$ cat src/rtl/rand_share_arbiter.sv
// rand_share_arbiter: one 8-bit Fibonacci LFSR shared round-robin among N_REQ
// requesters. Each grant hands out one byte. The LFSR is then stirred MIX_STEPS
// times before the next grant, so no two consumers see overlapping bit windows.
// Optional feature macro: RAND_STATS_EN adds a saturating grant counter (grant_cnt).
module rand_share_arbiter #(
    parameter int          N_REQ        = 4,
    parameter int          MIX_STEPS    = 8,
    parameter logic [7:0]  DEFAULT_SEED = 8'hB8
) (
    input  logic              clk,
    input  logic              rst,
    input  logic [7:0]        seed_i,
    input  logic              seed_load,
    input  logic [N_REQ-1:0]  req,
    output logic [N_REQ-1:0]  gnt,
    output logic [7:0]        rand_data,
    output logic              rand_valid,
    output logic              busy
`ifdef RAND_STATS_EN
    ,
    output logic [15:0]       grant_cnt
`endif
);

    localparam int PTR_W = (N_REQ <= 2) ? 1 : $clog2(N_REQ);

    typedef enum logic [1:0] {
        IDLE  = 2'd0,
        GRANT = 2'd1,
        MIX   = 2'd2
    } state_t;

    state_t             state_reg, state_next;
    logic [7:0]         lfsr_reg, lfsr_next;
    logic [PTR_W-1:0]   rr_ptr_reg, rr_ptr_next;
    logic [3:0]         mix_cnt_reg, mix_cnt_next;
    logic [N_REQ-1:0]   gnt_reg, gnt_next;
    logic               rand_valid_reg, rand_valid_next;
    logic [7:0]         rand_data_reg, rand_data_next;

    // Winner search signals
    logic [2*N_REQ-1:0] req_dbl;
    logic [N_REQ-1:0]   req_rot;
    logic               win_found;
    logic [PTR_W-1:0]   win_off;
    logic [PTR_W:0]     win_sum;
    logic [PTR_W-1:0]   win_idx;
    logic [PTR_W:0]     ptr_sum;
    logic [PTR_W-1:0]   win_ptr_next;
    logic [N_REQ-1:0]   win_onehot;

    logic [7:0]         seed_eff;
    logic               lfsr_fb;

    // A zero seed would lock the LFSR, so it is replaced by the default seed.
    assign seed_eff = (seed_i == 8'h00) ? DEFAULT_SEED : seed_i;
    assign lfsr_fb  = lfsr_reg[5] ^ lfsr_reg[3] ^ lfsr_reg[2] ^ lfsr_reg[0];

    // Round-robin search: rotate requests so rr_ptr sits at bit 0, take the lowest set bit.
    always_comb begin
        req_dbl   = {req, req};
        req_rot   = N_REQ'(req_dbl >> rr_ptr_reg);
        win_found = 1'b0;
        win_off   = '0;
        for (int k = N_REQ - 1; k >= 0; k--) begin
            if (req_rot[k]) begin
                win_found = 1'b1;
                win_off   = PTR_W'(k);
            end
        end
        win_sum = {1'b0, rr_ptr_reg} + {1'b0, win_off};
        if (win_sum >= (PTR_W+1)'(N_REQ)) begin
            win_sum = win_sum - (PTR_W+1)'(N_REQ);
        end
        win_idx = win_sum[PTR_W-1:0];
        ptr_sum = {1'b0, win_idx} + (PTR_W+1)'(1);
        if (ptr_sum >= (PTR_W+1)'(N_REQ)) begin
            ptr_sum = '0;
        end
        win_ptr_next = ptr_sum[PTR_W-1:0];
    end

    // One-hot decode of the winning index.
    generate
        for (genvar gi = 0; gi < N_REQ; gi++) begin : g_onehot
            assign win_onehot[gi] = (win_idx == PTR_W'(gi));
        end
    endgenerate

    // Next-state and registered-output logic for the IDLE/GRANT/MIX sequencer.
    always_comb begin
        state_next      = state_reg;
        lfsr_next       = lfsr_reg;
        rr_ptr_next     = rr_ptr_reg;
        mix_cnt_next    = mix_cnt_reg;
        gnt_next        = '0;
        rand_valid_next = 1'b0;
        rand_data_next  = rand_data_reg;
        unique case (state_reg)
            IDLE: begin
                if (seed_load) begin
                    lfsr_next = seed_eff;
                end else if (win_found) begin
                    gnt_next        = win_onehot;
                    rand_valid_next = 1'b1;
                    rand_data_next  = lfsr_reg;
                    rr_ptr_next     = win_ptr_next;
                    state_next      = GRANT;
                end
            end
            GRANT: begin
                // The grant already went out; a seed load here just skips the mix.
                if (seed_load) begin
                    lfsr_next  = seed_eff;
                    state_next = IDLE;
                end else begin
                    mix_cnt_next = '0;
                    state_next   = MIX;
                end
            end
            MIX: begin
                if (seed_load) begin
                    lfsr_next  = seed_eff;
                    state_next = IDLE;
                end else begin
                    lfsr_next = {lfsr_reg[6:0], lfsr_fb};
                    if (mix_cnt_reg == 4'(MIX_STEPS - 1)) begin
                        mix_cnt_next = '0;
                        state_next   = IDLE;
                    end else begin
                        mix_cnt_next = mix_cnt_reg + 4'd1;
                    end
                end
            end
            default: begin
                state_next = IDLE;
            end
        endcase
    end

    // State register with synchronous reset.
    always_ff @(posedge clk) begin
        if (rst) begin
            state_reg      <= IDLE;
            lfsr_reg       <= DEFAULT_SEED;
            rr_ptr_reg     <= '0;
            mix_cnt_reg    <= '0;
            gnt_reg        <= '0;
            rand_valid_reg <= 1'b0;
            rand_data_reg  <= 8'h00;
        end else begin
            state_reg      <= state_next;
            lfsr_reg       <= lfsr_next;
            rr_ptr_reg     <= rr_ptr_next;
            mix_cnt_reg    <= mix_cnt_next;
            gnt_reg        <= gnt_next;
            rand_valid_reg <= rand_valid_next;
            rand_data_reg  <= rand_data_next;
        end
    end

    assign gnt        = gnt_reg;
    assign rand_valid = rand_valid_reg;
    assign rand_data  = rand_data_reg;
    assign busy       = (state_reg != IDLE);

`ifdef RAND_STATS_EN
    logic [15:0] grant_cnt_reg;

    // Saturating count of GRANT cycles; only reset clears it.
    always_ff @(posedge clk) begin
        if (rst) begin
            grant_cnt_reg <= 16'h0000;
        end else if (state_reg == GRANT && grant_cnt_reg != 16'hFFFF) begin
            grant_cnt_reg <= grant_cnt_reg + 16'd1;
        end
    end

    assign grant_cnt = grant_cnt_reg;
`endif

endmodule

$ cat config.mk
export PLATFORM = sky130hd
export DESIGN_NAME = rand_share_arbiter
export DESIGN_NICKNAME = d
export VERILOG_FILES = /design/src/rtl/rand_share_arbiter.sv
export SDC_FILE = /design/constraint.sdc
export NUM_CORES = 1
export LEC_CHECK = 0
export CAP_MARGIN = 20
export CORE_MARGIN = 2
export CORE_UTILIZATION = 45
export DETAILED_ROUTE_END_ITERATION = 8
export MAX_ROUTING_LAYER = met4
export PLACE_DENSITY = 0.73
export SLEW_MARGIN = 15
export SYNTH_ARGS = -nofsm -noshare
export SYNTH_HDL_FRONTEND = slang
export SYNTH_SLANG_ARGS = --single-unit
$ cat constraint.sdc
create_clock -name clk -period 2.5 [get_ports clk]
set_input_delay 0.625 -clock clk [delete_from_list [all_inputs] [get_ports clk]]
set_output_delay 0.625 -clock clk [all_outputs]
set_load 0.02 [all_outputs]
==> results.json, run 1 <==
{
  "status": "finished clean",
  "synthXorXnorAreaFrac": 0.03997,
  "drc": 0,
  "drt-vias-per-instance": 5.286,
  "hold_slack_ns": 0.4595,
  "timing.rr.start": "rr_ptr_reg[0]",
  "path_cells": "clkdlybuf4s50_1 -> buf_6 -> a311oi_2 -> o211ai_1 -> ha_2 -> buf_4 -> xnor2_1 -> nor4_1 -> mux2_1",
  "synth.most_common_cell": "dfxtp_1",
  "p_leak_nw": 0.7960,
  "ys.flop_type": "dfxtp_1",
  "yosysUniqueCellTypes": 46,
  "worst-path-max-fanout": 7,
  "grt_pass1_vias": 1304,
  "cp_num_buf_inv": 3,
  "drive_gt1_frac": 0.1636,
  "cp-endpoint": "gnt[0]",
  "placedInstanceArea_um2": 1917,
  "cp.depth": 9,
  "fp-row-count": 21,
  "path_class": "in -> reg",
  "dieWidth_um": 62.39,
  "clk_pin_slew_ns": 0.10,
  "power_w": 0.001264,
  "vdd_drop_max_v": 0.0003813,
  "antenna_cells": 0,
  "die-area_um2": 3892,
  "synth_warnings": 0,
  "period_minus_slack_ns": 2.448,
  "crit_family": "buffers and inverters",
  "startpoint": "req[2]",
  "hold_start": "rand_data[6]",
  "clock_sinks": 29,
  "synth_top_area_frac": 0.3785,
  "cts-root-buf": "clkbuf_4",
  "core-area_um2": 3311,
  "wl_mm": 3.541,
  "ys_seq_area_frac": 0.3785,
  "startpoint_type": "input pin",
  "grt_max_degree": 24,
  "place_hpwl_mm": 2.530,
  "fin_nets": 238,
  "htreeDepth": 2,
  "portBuffers": 28,
  "syn_area_um2": 1534,
  "clock_latency_ns": 0.33,
  "synth_top_family_by_area": "simple AND/OR/NAND/NOR gates",
  "max_freq_mhz": 408.5,
  "drt_first_pass_iters": 4,
  "antenna_violating_nets_post_route": 0,
  "slew_headroom": 0.5397,
  "required_ns": 2.73,
  "clock_path_buffers": 2,
  "cp_slowest_cell": "clkdlybuf4s50_1",
  "drv_slew": 0,
  "power.density_nw_per_um2": 619.6,
  "routed-via-count": 1406,
  "synth_edf_count": 0,
  "ctsHoldBuffers": 0,
  "die_h_um": 62.39,
  "drt-initial-drc-count": 63,
  "r2r_end": "rr_ptr_reg[1]",
  "synthTopCellsByArea": "dfxtp_1, a21oi_1, nor2_1",
  "design_area_um2": 2039,
  "cts_tree": "built",
  "start_util": 0.4633,
  "finClkSkew_ns": 0.007576,
  "cpPeakStageDelay_ns": 0.45,
  "synth_simple_gate_area_frac": 0.2463,
  "synth_commonest_cells": "dfxtp_1, a21oi_1, nor2_1, nand2_1",
  "reg2reg_slack_ns": 0.21,
  "synth_mux_area_frac": 0.04731,
  "maxCapViolCount": 0,
  "grt_overflow": 0,
  "wl_per_cell_um": 13.31,
  "worst_pin_slew_ns": 0.6867,
  "synth_compound_area_frac": 0.1966,
  "synth_top_area_cell": "dfxtp_1",
  "areaGrowthSynthToFinish_pct": 32.95,
  "setup_viol": 0,
  "r2r_cells": 7,
  "syn_nets": 200,
  "grt_pass1_wl_mm": 5.885,
  "synth_area_per_cell_um2": 8.475,
  "finalCritPeriodShare": 0.9792,
  "hp-class": "reg -> reg",
  "final_hold_viol_count": 0,
  "syn_inst": 181,
  "ys_seq_elements": 29,
  "critical_path_arrival_ns": 2.67,
  "cp-end-kind": "flop",
  "gp_congestion": 0.8847,
  "synthArstFlopShare": 0,
  "ioPinCount": 29,
  "numCtsBuffers": 5,
  "fill_cells": 297,
  "antenna_found_initial": 0,
  "synthAdderAreaFrac": 0.03263,
  "grtUsageTotal": 0.1944
}
[what timing repair did]
action                     4_1_cts  5_1_grt
resized for setup                4        5
setup endpoints to repair        2        2
pin swaps                        1        4
buffers inserted                 0        1
[placed cells by master, fill, tap and decap left out, types with 2 or more instances in the layout]
cell type	n
dlygate4sd2_1	2
nor4_1	3
inv_1	6
clkbuf_4	5
dfxtp_1	29
ha_1	3
nand3_1	4
a211oi_1	5
clkdlybuf4s50_1	25
xnor2_1	6
nand2b_1	4
nor3_2	2
o32ai_1	2
mux2i_1	5
nand2_1	19
a221o_1	2
o21ai_0	6
a21oi_1	20
nor2b_1	4
buf_4	15
o211ai_1	2
nor2_1	20
[worst register-to-register path, cell delays in order (launching register included)]
cell and delay, ns:
dfxtp_1 0.47, or4_1 0.58, o211ai_1 0.15, ha_2 0.27, xor2_2 0.18, xnor2_1 0.10
ha_1 0.30, a211oi_2 0.17
[stage by stage]
stage | setup TNS [ns] | util | std cells | setup WS, ns
after floorplan | 0 | - | 181 | 0.004133
after global placement | -1.022 | 0.5790 | 257 | -0.3318
after detailed placement | -1.637 | 0.5790 | 257 | -0.4462
after CTS | 0 | 0.6070 | 265 | 0.009282
after global routing | -0.08712 | 0.6160 | 266 | -0.05888
final | 0 | 0.6160 | 266 | 0.05210
[cell type report]
cell class / instances / area [um^2] / area share
Multi-Input combinational cell: 133 / 889.6 / 0.4362
Sequential cell: 29 / 580.6 / 0.2847
Timing Repair Buffer: 44 / 404.1 / 0.1982
Tap cell: 46 / 57.56 / 0.02822
Clock buffer: 7 / 55.05 / 0.02699
Clock inverter: 1 / 30.03 / 0.01472
Inverter: 6 / 22.52 / 0.01104
[report_power, final]
group          switching, W  leakage (nW)  internal [W]
Clock              0.000166        0.0455      0.000239
Combinational      0.000161         0.512      0.000166
Sequential        0.0000362         0.238      0.000496
Total              0.000363         0.796      0.000901
[how the worst min path moves through the flow]
stage,slack [ns],depth (start not counted),endpoint
3_3_place_gp,0.44,2,rand_data[5]
3_5_place_dp,0.45,2,rand_data[0]
4_1_cts,0.46,2,rand_data[6]
5_1_grt,0.49,2,rand_data[3]
2_1_floorplan,0.43,2,lfsr_reg[7]
6_report,0.46,2,rand_data[6]
[layer usage]
metal	vias to the layer above	GRT usage	wire, um
li1	713	-	-
met1	655	0.2341	1585
met2	31	0.3071	1741
met3	7	0.04685	147
met4	0	0.09444	67
met5	-	-	0
[cells by family after synthesis]
| group | Yosys count |
|---|---|
| buf+inv | 19 |
| mux | 7 |
| simple gates | 69 |
| xor+xnor | 7 |
| fa+ha+maj | 4 |
| flops | 29 |
| compound gates | 46 |
Power figures use the tool's default switching activity.
==> run 2, diff against run 1 <==
Settings changed: CORE_MARGIN 2 to 3, SLEW_MARGIN 15 to 20.
==> results.json, run 2 (synthesis results as in run 1) <==
{
  "routed-via-count": 1406,
  "status": "finished clean",
  "final_hold_viol_count": 0,
  "slew_headroom": 0.5746,
  "reg2reg_slack_ns": 0.15,
  "cts_tree": "built",
  "clk_pin_slew_ns": 0.10,
  "grt_pass1_wl_mm": 5.913,
  "period_minus_slack_ns": 2.351,
  "die-area_um2": 4145,
  "clock_sinks": 29,
  "cts-root-buf": "clkbuf_4",
  "highest_layer": "met4",
  "critical_path_arrival_ns": 2.61,
  "multi_input_area_um2": 873.3,
  "fp-row-count": 20,
  "die_h_um": 64.39,
  "cpPeakStageDelay_ns": 0.61,
  "clock_path_buffers": 2,
  "dieWidth_um": 64.39,
  "htreeDepth": 2,
  "cp-end-kind": "flop",
  "ioPinCount": 29,
  "wl_met3_um": 105,
  "final_cell_mix": "dfxtp_1, clkdlybuf4s50_1, nor2_1, a21oi_1, nand2_1",
  "final-seq-area_um2": 581.8,
  "gp_congestion": 0.8454,
  "setup_ws_ns": 0.1490,
  "maxCapViolCount": 0,
  "fill_cells": 298,
  "worst_pin_slew_ns": 0.6346,
  "drt-initial-drc-count": 58,
  "grt_max_degree": 24,
  "finClkSkew_ns": 0.01323,
  "grtUsageTotal": 0.1890,
  "met1Wirelength_mm": 1.605,
  "pre_cts_ws_ns": -0.4278,
  "layout_commonest_cell": "dfxtp_1",
  "grt_overflow": 0,
  "power.density_nw_per_um2": 617.0,
  "antenna_violating_nets_post_route": 0,
  "cp_slowest_cell": "dfxtp_1",
  "place_hpwl_mm": 2.668,
  "antenna_cells": 0,
  "path_class": "reg -> reg",
  "wl_mm": 3.604,
  "finalCritPeriodShare": 0.9404,
  "wl_met2_mm": 1.844,
  "clock_latency_ns": 0.33,
  "numCtsBuffers": 5,
  "design_area_um2": 2036,
  "worst-path-max-fanout": 13,
  "max_freq_mhz": 425.3,
  "start_util": 0.4865,
  "setup_viol": 0,
  "areaGrowthSynthToFinish_pct": 32.71,
  "p_leak_nw": 0.8100,
  "drive_gt1_frac": 0.1622,
  "vdd_drop_max_v": 0.0003614,
  "startpoint_type": "flop",
  "drc": 0,
  "ctsHoldBuffers": 0,
  "fin_nets": 240,
  "hp-class": "reg -> reg",
  "placedInstanceArea_um2": 1929,
  "grt_pass1_vias": 1344,
  "core-area_um2": 3153,
  "drt_first_pass_iters": 4,
  "wl_per_cell_um": 13.55,
  "required_ns": 2.76,
  "path_cells": "nor3_1 -> a311oi_1 -> o211ai_1 -> ha_2 -> xor2_2 -> xnor2_1 -> ha_1 -> a211oi_1",
  "drv_slew": 0,
  "drt-vias-per-instance": 5.286,
  "portBuffers": 28,
  "antenna_found_initial": 0
}
==> run 2: final cells by class <==
type,instances,area share
clock buffer,7,0.02704
sequential,29,0.2858
inverter,6,0.01106
timing repair buffer,46,0.2053
clock inverter,1,0.01475
tap,44,0.02704
multi-input combinational,133,0.4290
==> run 2: worst max-delay path, delay by kind of cell, from the launching register on <==
| kind | cells | cell delay, ns |
|---|---|---|
| flip-flops | 1 | 0.61 |
| AND/OR/NAND/NOR | 1 | 0.14 |
| XOR/XNOR | 2 | 0.31 |
| AO/OA/AOI/OAI | 3 | 0.69 |
| adder cells (fa/ha/maj) | 2 | 0.53 |
==> run 2: final timing paths <==
check / start / endpoint / cells after the start
setup / recovery: rr_ptr_reg[0] / rr_ptr_reg[1] / 8
hold / removal: rand_data[0] / rand_data[0] / 2
setup reg to reg: rr_ptr_reg[0] / rr_ptr_reg[1] / 8
hold reg to reg: rand_data[0] / rand_data[0] / 2
==> run 2: per-layer routing <==
| layer | up-vias | GRT usage |
|---|---|---|
| met2 | 20 | 0.3170 |
| met3 | 5 | 0.04218 |
| li1 | 722 | - |
| met1 | 659 | 0.2202 |
| met5 | - | - |
| met4 | 0 | 0.07124 |
==> run 2: metrics by stage <==
| step | utilization | hold WS, ns | power (W) | TNS, ns | std cells |
|---|---|---|---|---|---|
| 3_5_place_dp | 0.6119 | 0.4502 | 0.0008499 | -1.508 | 257 |
| 6_report | 0.6456 | 0.4596 | 0.001256 | 0 | 266 |
| 3_3_place_gp | 0.6119 | 0.4419 | 0.0008353 | -0.9033 | 257 |
| 5_1_grt | 0.6456 | 0.4876 | 0.001320 | -0.07974 | 266 |
| 4_1_cts | 0.6413 | 0.4635 | 0.001255 | 0 | 265 |
| 2_1_floorplan | - | 0.4319 | 0.0007220 | 0 | 181 |
==> run 2: timing repair <==
| action | 4_1_cts | 5_1_grt |
|---|---|---|
| gates resized for setup | 4 | 3 |
| gates cloned | 0 | 0 |
| pin swaps | 0 | 3 |
| setup endpoints to repair | 2 | 5 |
| setup buffers | 0 | 1 |
==> run 2: where the power goes <==
group          switching [W]  internal, W  total, W
combinational       0.000152     0.000165  0.000317
clock               0.000166     0.000239  0.000405
sequential         0.0000381     0.000496  0.000534
==> run 3, diff against run 2 <==
Settings changed: GPL_ROUTABILITY_DRIVEN from default to 0.
==> results of run 3 <==
Same layout as run 2: the final DEF is identical, and so are final timing and power.
